## src/rtl/fault_pkg.sv

```systemverilog
// Shared constants for the fault detection array: trip counter width, default
// debounce delays for the power-unit fault sources and their channel mapping.
package fault_pkg;

  localparam int unsigned TRIP_CNT_W = 8;

  // Default debounce delays, in ticks of the named timebase
  localparam int unsigned DLY_IGBT_US      = 2;
  localparam int unsigned DLY_DC_OVUV_US   = 15;
  localparam int unsigned DLY_SOFT_OVUV_US = 1000;
  localparam int unsigned DLY_OTEMP_MS     = 100;
  localparam int unsigned DLY_PWR_LOSS_US  = 15;

  // Channel indices for the power-unit mapping
  localparam int unsigned CH_IGBT     = 0;
  localparam int unsigned CH_DC_OV    = 1;
  localparam int unsigned CH_DC_UV    = 2;
  localparam int unsigned CH_SOFT_OV  = 3;
  localparam int unsigned CH_SOFT_UV  = 4;
  localparam int unsigned CH_OTEMP    = 5;
  localparam int unsigned CH_PWR_LOSS = 6;

  // Index of the lowest set bit; 0 when the vector is empty
  function automatic int unsigned lowest_set(input logic [31:0] vec);
    int unsigned idx;
    idx = 0;
    for (int i = 31; i >= 0; i--) begin
      if (vec[i]) idx = i;
    end
    return idx;
  endfunction

endpackage

```

## src/rtl/fault_chan.sv

```systemverilog
// One fault channel: 2-flop synchroniser, tick-driven debounce counter,
// latched or following flag, and the registered err_info bit.
module fault_chan
  import fault_pkg::*;
#(
  parameter int unsigned      CNT_W  = 14,
  parameter logic [CNT_W-1:0] DLY    = CNT_W'(15),
  parameter bit               USE_MS = 1'b0,
  parameter bit               LATCH  = 1'b1
) (
  input  logic clk,
  input  logic rst_n,
  input  logic tick_us,
  input  logic tick_ms,
  input  logic fault_in,
  input  logic ch_en,
  input  logic clr,
  output logic err_info
);

  if (DLY == '0) begin : g_bad_dly
    $error("fault_chan: debounce delay must be non-zero");
  end

  logic [1:0]       sync_q;
  logic [CNT_W-1:0] cnt_q;
  logic             flag_q;
  logic             s;
  logic             tick;
  logic             kill;
  logic             set;

  assign s    = sync_q[1];
  assign tick = USE_MS ? tick_ms : tick_us;
  // A disabled channel behaves exactly like a held clear
  assign kill = clr | ~ch_en;
  assign set  = ~kill & s & tick & (cnt_q == DLY - CNT_W'(1));

  // Synchronise the raw input, debounce it, and hold the resulting flag
  always_ff @(posedge clk or negedge rst_n) begin
    if (!rst_n) begin
      sync_q   <= '0;
      cnt_q    <= '0;
      flag_q   <= 1'b0;
      err_info <= 1'b0;
    end else begin
      sync_q <= {sync_q[0], fault_in};

      if (kill || !s) begin
        cnt_q <= '0;
      end else if (tick && cnt_q != DLY) begin
        cnt_q <= cnt_q + CNT_W'(1);
      end

      if (kill) begin
        flag_q <= 1'b0;
      end else if (!LATCH && !s) begin
        flag_q <= 1'b0;
      end else if (set) begin
        flag_q <= 1'b1;
      end

      // Clears also mask the output copy so a one-cycle reset_unit cannot
      // re-trip the unit from a stale err_info bit
      err_info <= flag_q & ~kill;
    end
  end

endmodule

```

## src/rtl/fault_detect_array.sv

```systemverilog
// N-channel fault debounce array with sticky unit trip, first-fault capture
// and a saturating trip event counter.
module fault_detect_array
  import fault_pkg::*;
#(
  parameter int unsigned             N_CH     = 16,
  parameter int unsigned             CNT_W    = 14,
  parameter logic [N_CH*CNT_W-1:0]   DLY_VEC  = {N_CH{CNT_W'(15)}},
  parameter logic [N_CH-1:0]         TB_MS    = '0,
  parameter logic [N_CH-1:0]         LATCH_EN = '1,
  parameter logic [N_CH-1:0]         TRIP_EN  = '1,
  parameter int unsigned             ID_W     = 5
) (
  input  logic                  clk,
  input  logic                  rst_n,
  input  logic                  tick_us,
  input  logic                  tick_ms,
  input  logic [N_CH-1:0]       fault_in,
  input  logic [N_CH-1:0]       ch_en,
  input  logic                  reset_unit,
  input  logic [N_CH-1:0]       clr_ch,
  output logic [N_CH-1:0]       err_info,
  output logic                  err_unit,
  output logic                  first_valid,
  output logic [ID_W-1:0]       first_id,
  output logic [TRIP_CNT_W-1:0] trip_cnt
);

  if (N_CH < 1 || N_CH > 32 || (64'd1 << ID_W) < 64'(N_CH)) begin : g_bad_cfg
    $error("fault_detect_array: N_CH must be 1..32 and fit in ID_W bits");
  end

  logic [N_CH-1:0] trip_vec;
  logic            trip_any;
  logic [ID_W-1:0] low_id;

  for (genvar g = 0; g < N_CH; g++) begin : g_chan
    fault_chan #(
      .CNT_W  (CNT_W),
      .DLY    (DLY_VEC[g*CNT_W +: CNT_W]),
      .USE_MS (TB_MS[g]),
      .LATCH  (LATCH_EN[g])
    ) u_chan (
      .clk      (clk),
      .rst_n    (rst_n),
      .tick_us  (tick_us),
      .tick_ms  (tick_ms),
      .fault_in (fault_in[g]),
      .ch_en    (ch_en[g]),
      .clr      (reset_unit | clr_ch[g]),
      .err_info (err_info[g])
    );
  end

  assign trip_vec = err_info & TRIP_EN;
  assign trip_any = |trip_vec;
  assign low_id   = ID_W'(lowest_set(32'(trip_vec)));

  // Sticky unit trip, first-fault capture and trip event counting
  always_ff @(posedge clk or negedge rst_n) begin
    if (!rst_n) begin
      err_unit    <= 1'b0;
      first_valid <= 1'b0;
      first_id    <= '0;
      trip_cnt    <= '0;
    end else begin
      if (reset_unit) begin
        err_unit    <= 1'b0;
        first_valid <= 1'b0;
        first_id    <= '0;
      end else if (trip_any) begin
        err_unit <= 1'b1;
        if (!first_valid) begin
          first_valid <= 1'b1;
          first_id    <= low_id;
        end
      end

      if (!reset_unit && trip_any && !err_unit && trip_cnt != '1) begin
        trip_cnt <= trip_cnt + TRIP_CNT_W'(1);
      end
    end
  end

endmodule

```

## config.mk

```make
export PLATFORM = sky130hd
export DESIGN_NAME = fault_detect_array
export DESIGN_NICKNAME = d
export VERILOG_FILES = /design/src/rtl/fault_pkg.sv /design/src/rtl/fault_chan.sv /design/src/rtl/fault_detect_array.sv
export SDC_FILE = /design/constraint.sdc
export NUM_CORES = 1
export LEC_CHECK = 0
export BUFFER_PORTS_ARGS = -buffer_cell sky130_fd_sc_hd__buf_2
export CORE_MARGIN = 1
export CORE_UTILIZATION = 62
export CTS_CLUSTER_DIAMETER = 200
export DETAILED_ROUTE_END_ITERATION = 6
export PLACE_DENSITY_LB_ADDON = 0.05
export RECOVER_POWER = 25
export SYNTH_ARGS = -nofsm -noshare
export SYNTH_HDL_FRONTEND = slang
export SYNTH_SLANG_ARGS = --single-unit
```

## constraint.sdc

```tcl
create_clock -name clk -period 2.18 [get_ports clk]
set_clock_uncertainty 0.15 [all_clocks]
set_input_delay 0.327 -clock clk [delete_from_list [all_inputs] [get_ports clk]]
set_output_delay 0.327 -clock clk [all_outputs]
set_load 0.05 [all_outputs]
```

==> results of run 1 <==
==> layer usage <==
layer	vias up	track usage [%]
met1	6061	38.3
met2	305	45.9
li1	5979	-
met3	55	3.41
met5	-	0
met4	0	8.83
==> worst max-delay path: stages (launching register included) <==
cell     delay [ps]
dfrtp_1         410
nor4_1          610
nand4_1         330
and4_1          300
nor3_1          150
==> worst paths after layout <==
| path | cells after the start | slack (ps) | end |
|---|---|---|---|
| hold reg to reg | 0 | 200 | g_chan[8].u_chan.sync_q[1] |
| hold / removal | 2 | 10 | g_chan[15].u_chan.err_info |
| setup reg to reg | 4 | 150 | g_chan[3].u_chan.cnt_q[2] |
| setup / recovery | 4 | 150 | g_chan[3].u_chan.cnt_q[2] |
| max in group asynchronous | 3 | 350 | g_chan[13].u_chan.cnt_q[0] |
| min in group asynchronous | 2 | 400 | g_chan[3].u_chan.cnt_q[13] |
==> placed cells by master, fill, tap and decap left out, drive strengths merged, types with 40 or more instances in the layout <==
cell / Yosys / routed
a21oi: 77 / 77
and3: 68 / 68
and4: 46 / 46
buf: 44 / 135
clkbuf: 28 / 51
dfrtp: 301 / 301
inv: 40 / 40
nand2: 68 / 68
nand3: 87 / 87
nand4: 76 / 76
nor2: 186 / 186
nor4: 45 / 45
xnor2: 52 / 52
xor2: 66 / 66
==> cell type report <==
class / count / area share (%)
Antenna cell: 1 / 0.0139
Clock buffer: 44 / 5.53
Clock inverter: 18 / 1.50
Inverter: 40 / 0.837
Multi-Input combinational cell: 1124 / 40.9
Sequential cell: 301 / 42.0
Tap cell: 324 / 2.26
Timing Repair Buffer: 177 / 7.02
==> repair_timing <==
item,4_1_cts,5_1_grt
hold buffers,35,0
hold endpoints to repair,330,0
buffers inserted,0,0
==> sequential cells by signal, indices dropped and copies added (netlist names) <==
name,cells
g_chan.u_chan.cnt_q,224
g_chan.u_chan.sync_q,32
g_chan.u_chan.err_info,16
g_chan.u_chan.flag_q,16
trip_cnt,8
first_id,4
first_valid,1
==> through the flow <==
stage / setup slack, ps / std cells
floorplan: 254 / 1537
global placement: 85.3 / 1931
detailed placement: 62.1 / 1931
CTS: 212 / 2028
global route: 31.0 / 2028
finish: 151 / 2029
==> power groups by stage <==
stage,Combinational (mW),Sequential (mW),Clock (mW)
4_1_cts,0.483,5.65,6.44
5_1_grt,0.518,5.65,6.66
3_3_place_gp,0.430,5.75,0
6_report,0.464,5.65,6.34
3_5_place_dp,0.436,5.75,0
2_1_floorplan,0.168,5.75,0
==> kinds of logic (layout without fill, tap and decap cells) <==
logic type | Yosys count | after routing | synth area share (%)
and+or+nand+nor | 717 | 717 | 26.2
DFF | 301 | 301 | 48.9
AOI/OAI and AO/OA | 244 | 244 | 11.2
xor gates and xnor gates | 118 | 118 | 6.71
buffers and inverters | 112 | 279 | 3.49
adders and majority gates | 33 | 33 | 2.68
muxes | 11 | 11 | 0.739
other | 1 | 2 | 0.0244
==> metrics.txt, run 1 <==
Die Height=160 µm; area leader, netlist=dfrtp_1; Fin. Hold Viols=0; crit-path max FO=5; status=complete, no violations; Seq/Total Area, Yosys=48.9%; Worst-Skew Late Latency=510 ps; Sw Ratio=21.0%; most frequent cells after synthesis=dfrtp_1, nor2_1, nand3_1; Required @ worst endpoint=2450 ps; initial core utilization=63.3%; CTS Sinks=301; share of layout cells above drive strength 1=14.4%; port bufs=81; Die X-Extent=160 µm; met3 routed WL=1.50 mm; DRC Markers=0; Register Area=7530 µm²; max_slew headroom=29.2%; Util after Layout=73.8%; area occupied by multi-input gates=7330 µm²; Sequential Power Share=45.4%; Ports=84; first-pass GRT wire length=58.0 mm; DR pass1 iterations=5; H-tree level count=2; DP Area=16,400 µm²; Final Slew Violations=0; Worst Path Class, Setup=register to register; P&R area growth vs syn=16.5%; Yosys warning total=0; Avg Vias per Cell=6.11; wire length per cell=16.9 µm; CTS tree=yes; routability cong.=0.860; final instance area=17,900 µm²; Syn Area/Cell=10.0 µm²; final worst-path cycle share=93.1%; flops & latches, synth=301; met2 WL=16.5 mm; Netlist cell types=65; clock power share=50.9%; Clock transition at path regs=60 ps; Overall Power=12.5 mW; Cells after Synth=1,537; post-CTS sizing=0; Synth top area share=48.9%; Critical Path End Type=register; Primary FF master, synth=dfrtp_1; Routed WL=34.2 mm; initial antenna violation count=1; Filler cells=1,745; RSZ-0062 raised after global routing=false; Worst VDD drop=0.795 mV; row cnt=57; met1 WL=15.4 mm; total CTS buffers=34; DR vias=12,400; max_cap viols=0; largest net degree at the start of global routing=72; largest cells by area after synthesis=dfrtp_1, nor2_1, xor2_1; Leak=7.82 nW; Tmin final=2030 ps; Setup TNS Final=0 ps; syn_nets=1,623; type of the most critical hold path=input pin to register; CTS Buffer Depth=3; nets=1,764; Worst EP arrival=2300 ps; GRT Resource Usage Total=27.7%; Pwr per Cell Area=694 nW/µm²; highest routed layer=met4; remaining global-route overflow=0; Final Hold Slack=12.7 ps; FFs w/ async S/R, synth=100%; Post-synth EDFFs=0; number of global-route vias before repair=12,000; Peak Freq=493 MHz; # setup viols final=0; Synth Cell Area=15,400 µm²; count leader, synth=dfrtp_1; post-route ant nets=0; Net Switching=2.62 mW; Starting DRT DRC Count=928; combinational share of power=3.7%; Worst Setup SP=g_chan[3].u_chan.cnt_q[11]; worst hold start=ch_en[15]; Core Area=24,300 µm²; DP Wirelength=22.9 mm; Die ar.=25,500 µm²; pin slew with the least headroom to its limit=1060 ps; r2r startpoint=g_chan[3].u_chan.cnt_q[11]; clk root buf=clkbuf_16; Int Pwr=9.84 mW; Startpoint Class=register
Power figures use the tool's default switching activity.
==> run 2, diff against run 1 <==
--- a/config.mk
+++ b/config.mk
@@ -15,3 +15,4 @@
 export SYNTH_ARGS = -nofsm -noshare
 export SYNTH_HDL_FRONTEND = slang
+export SYNTH_HIERARCHICAL = 1
 export SYNTH_SLANG_ARGS = --single-unit
==> constraint.sdc (replaced) <==
create_clock -name clk -period 2.18 [get_ports clk]
set_clock_uncertainty 0.15 [all_clocks]
set_input_delay 0 -clock clk [delete_from_list [all_inputs] [get_ports clk]]
set_output_delay 0 -clock clk [all_outputs]
set_load 0.05 [all_outputs]
==> metrics.txt, run 2 <==
Routed WL=37.7 mm; Final Slew Violations=0; commonest non-fill, non-tap cell in the layout=dfrtp_1; Cells after Synth=1,613; Avg Vias per Cell=6.04; critical path depth=4; H-tree level count=2; Worst EP arrival=2400 ps; P&R area growth vs syn=21.5%; final worst-path cycle share=97.5%; Netlist cell types=48; max_slew headroom=40.9%; DR vias=13,500; Clock transition at path regs=60 ps; Ports=84; status=complete, no violations; type of the most critical hold path=input pin to register; Critical Path End Type=register; CTS Sinks=301; largest net degree at the start of global routing=62; area leader, netlist=dfrtp_1; nets=1,983; RSZ-0062 raised after global routing=false; Leak=8.28 nW; Post-synth EDFFs=0; Setup TNS Final=0 ps; first-pass GRT wire length=62.9 mm; CTS Buffer Depth=3; # setup viols final=0; r2r setup slk=50 ps; CP peak stage delay=580 ps; most frequent cells in the layout=dfrtp_1, nor2_1, nand2_1; Die Height=163 µm; largest cells by area after synthesis=dfrtp_1, xnor2_1, nor2_1; Final Hold Slack=6.91 ps; DP Wirelength=25.9 mm; most frequent cells after synthesis=dfrtp_1, nor2_1, nand2_1; Required @ worst endpoint=2450 ps; post-route ant nets=0; syn_nets=1,715; CP most frequent cell=or4_4; family with the most delay on the worst path=simple AND/OR/NAND/NOR gates; Synth Cell Area=16,100 µm²; number of global-route vias before repair=13,100; routability cong.=0.913; total CTS buffers=35; area occupied by multi-input gates=8220 µm²; CP cell instances=or4_4 -> or4_4 -> a21o_1 -> a21oi_2; Core Area=25,300 µm²; initial antenna violation count=0; Peak Freq=470 MHz; initial core utilization=63.6%; clk root buf=clkbuf_16; wire length per cell=16.9 µm; port bufs=81; Seq/Total Area, Yosys=46.8%; Synth top area share=46.8%; share of layout cells above drive strength 1=18.1%; Slowest cell on crit path=or4_4; Yosys warning total=6; fin cells=2,234; Register Area=7530 µm²; pin slew with the least headroom to its limit=887 ps; CTS tree=yes; DR pass1 iterations=5; Worst-Skew Late Latency=500 ps; Largest Register=g_chan.u_chan/cnt_q; final setup margin=53.6 ps; Fin. Hold Viols=0; FFs w/ async S/R, synth=100%; Syn Area/Cell=9.98 µm²; GRT Resource Usage Total=29.0%; Placement Setup Slack=96.3 ps; CP bufs+invs=0; R2R depth=4; max_cap viols=0; biggest regs=g_chan.u_chan/cnt_q x224, g_chan.u_chan/sync_q x32; count leader, synth=dfrtp_1; DRC Markers=0; Filler cells=1,712; remaining global-route overflow=0; row cnt=58; Tmin final=2130 ps; Starting DRT DRC Count=819; Largest register FFs=224; Startpoint Class=register; Die ar.=26,600 µm²; Worst VDD drop=0.538 mV; crit-path max FO=4; Die X-Extent=163 µm; Pwr per Cell Area=608 nW/µm²; Post-Place Cells=2,093; Primary FF master, synth=dfrtp_1; Worst Path Class, Setup=register to register; flops & latches, synth=301; Ant. Diodes=0; Hold Path Depth=2
run 2: cell types whose count changed after synthesis, moves of 19 or more:
cell,change
and3_1,-52
and3b_1,+32
and4_1,-45
buf_2,-21
nand2_1,+46
nand3_1,-35
nand4_1,+26
nor3_1,+19
nor4_1,+52
or4_4,+32
xnor2_1,+45
xor2_1,-29
run 2: cells by family (layout without fill, tap and decap cells):
kind of cell               after synthesis  in the layout  share of synthesized area (%)
and+or+nand+nor                        826            826                           31.4
DFF                                    301            301                           46.8
AOI/OAI and AO/OA                      212            212                           8.40
xor gates and xnor gates               134            134                           7.29
buffers and inverters                   89            380                           2.17
adders and majority gates               49             49                           3.81
other                                    1              1                         0.0233
muxes                                    1              1                         0.0700
run 2: worst reg2reg max path: stages (launching register included):
cell and delay [ps]:
dfrtp_1 430, or4_4 580, or4_4 540, a21o_1 220, a21oi_2 130
run 2: routing by layer:
| metal | share of wire [%] | GRT usage, % | vias to the layer above |
|---|---|---|---|
| met3 | 4.9 | 4.37 | 73 |
| li1 | - | - | 6462 |
| met1 | 45 | 39.2 | 6622 |
| met5 | 0 | 0 | - |
| met2 | 48 | 48.5 | 339 |
| met4 | 2.3 | 8.54 | 0 |
run 2: layout make-up:
type	count	area share, %
multi-input cells	1223	42.0
flip-flops and latches	301	38.5
repair buffers	269	10.7
clock buffers	50	5.24
well taps	330	2.11
inverters	51	0.978
clock inverters	10	0.524
run 2: path summary, 6_finish.rpt:
path                                            start                         end
hold / removal                            fault_in[2]  g_chan[2].u_chan/sync_q[0]
min in group asynchronous                       rst_n  g_chan[11].u_chan/cnt_q[5]
setup reg to reg           g_chan[11].u_chan/cnt_q[5]  g_chan[11].u_chan/cnt_q[0]
setup / recovery           g_chan[11].u_chan/cnt_q[5]  g_chan[11].u_chan/cnt_q[0]
hold reg to reg            g_chan[5].u_chan/sync_q[0]  g_chan[5].u_chan/sync_q[1]
max in group asynchronous                       rst_n                 trip_cnt[3]
run 2: stage by stage:
| stage | power [mW] | utilization, % | cell area [µm²] |
|---|---|---|---|
| global route | 12.3 | 77.3 | 19600 |
| finish | 11.9 | 77.3 | 19600 |
| floorplan | 5.92 | - | 16100 |
| global placement | 6.20 | 69.7 | 17700 |
| CTS | 12.0 | 77.4 | 19600 |
| detailed placement | 6.21 | 69.7 | 17700 |
run 2: what timing repair did:
| item | in CTS | in global routing |
|---|---|---|
| resized for setup | 0 | 1 |
| hold buffers | 81 | 0 |
| setup endpoints to repair | 0 | 4 |
| endpoints found under the hold margin | 523 | 0 |
| buffers inserted | 0 | 0 |
run 2: power breakdown:
part / switching (mW) / leakage, nW / internal, mW
logic: 0.329 / 3.60 / 0.218
registers: 0.0226 / 4.12 / 5.63
clock network: 2.20 / 0.557 / 3.50
==> run 3, diff against run 2 <==
==> constraint.sdc (replaced) <==
create_clock -name clk -period 2.18 [get_ports clk]
set_clock_uncertainty 0.15 [all_clocks]
set_input_delay 0.436 -clock clk [delete_from_list [all_inputs] [get_ports clk]]
set_output_delay 0.436 -clock clk [all_outputs]
set_load 0.05 [all_outputs]
==> metrics.txt, run 3 (same netlist as run 2, synthesis figures left out) <==
final setup margin=90.6 ps; DP Wirelength=26.0 mm; nets=1,939; Worst VDD drop=0.649 mV; Overall Power=12.2 mW; CTS Buffer Depth=3; number of global-route vias before repair=12,800; Core Area=25,300 µm²; max_slew headroom=24.0%; wire length per cell=17.0 µm; initial core utilization=63.6%; # setup viols final=0; Worst EP arrival=2370 ps; biggest regs=g_chan.u_chan/cnt_q x224, g_chan.u_chan/sync_q x32; Final Slew Violations=0; Largest register FFs=224; H-tree level count=2; crit-path max FO=4; Setup crit end=g_chan[10].u_chan/cnt_q[0]; first-pass GRT wire length=62.3 mm; Worst Setup SP=g_chan[10].u_chan/cnt_q[5]; Die Height=163 µm; DRC Markers=0; clk root buf=clkbuf_16; fin cells=2,192; P&R area growth vs syn=19.0%; DP Area=17,800 µm²; R2R Path End=g_chan[10].u_chan/cnt_q[0]; Largest Register=g_chan.u_chan/cnt_q; Critical Path End Type=register; Die X-Extent=163 µm; Required @ worst endpoint=2460 ps; Tmin final=2090 ps; r2r startpoint=g_chan[10].u_chan/cnt_q[5]; CTS tree=yes; Placement Setup Slack=74.4 ps; final instance area=19,100 µm²; initial antenna violation count=0; routability cong.=0.905; Starting DRT DRC Count=1,283; R2R depth=4; final worst-path cycle share=95.8%; Worst Path Class, Setup=register to register; DR vias=13,300; port bufs=81; Worst-Skew Late Latency=510 ps; RSZ-0062 raised after global routing=false; Ports=84; CTS Sinks=301; type of the most critical hold path=input pin to register; largest net degree at the start of global routing=80; Final Hold Slack=81.5 ps; Post-CTS Setup Bufs=0; most frequent cells in the layout=dfrtp_1, nor2_1, buf_4; Hold Path Depth=2; Peak Freq=479 MHz; Avg Vias per Cell=6.07; Startpoint Class=register; Util after Layout=75.6%; Routed WL=37.3 mm; Fin. Hold Viols=0; max_cap viols=0; GRT Resource Usage Total=28.8%; share of layout cells above drive strength 1=20.4%; row cnt=58; status=complete, no violations; Setup TNS Final=0 ps; r2r setup slk=90 ps; Clock transition at path regs=60 ps; Ant. Diodes=0; commonest non-fill, non-tap cell in the layout=dfrtp_1; Post-Place Cells=2,113; Die ar.=26,600 µm²; total CTS buffers=35; Pwr per Cell Area=635 nW/µm²; DR pass1 iterations=5; worst hold start=ch_en[1]; remaining global-route overflow=0; pin slew with the least headroom to its limit=1140 ps; post-route ant nets=0; Leak=8.15 nW
[run 3: worst min path at each step]
stage | end
detailed placement | g_chan[13].u_chan/sync_q[1]
finish | g_chan[1].u_chan/err_info
global placement | g_chan[3].u_chan/sync_q[1]
floorplan | first_id[0]
CTS | g_chan[1].u_chan/err_info
global route | g_chan[1].u_chan/err_info
[run 3: layer usage]
layer	GRT usage, %	vias up	wire, µm
li1	-	6363	-
met1	38.8	6497	16500
met2	47.9	373	17900
met3	4.49	76	1900
met4	9.05	0	987
met5	0	-	0
[run 3: worst max-delay path, stage by stage (launching register included)]
cell,delay [ps]
dfrtp_1,420
or4_4,560
or4_4,550
a21o_1,200
a21oi_2,120
[run 3: layout make-up]
cell class                 instances  area, µm²
sequential                       301       7530
timing repair buffer             225       1600
multi-input combinational       1223       8220
tap                              330        413
fill                            1738       6180
clock buffer                      51       1070
clock inverter                    11        130
inverter                          51        191
[run 3: repair_timing]
item,CTS,global route
hold buffers,17,0
hold endpoints to repair,317,0
resized for setup,0,0
[run 3: where the power goes]
part           total, mW  switching (mW)  internal [mW]
Combinational      0.483           0.316          0.167
Clock               6.03            2.28           3.75
Sequential          5.65          0.0212           5.63
Total               12.2            2.62           9.54
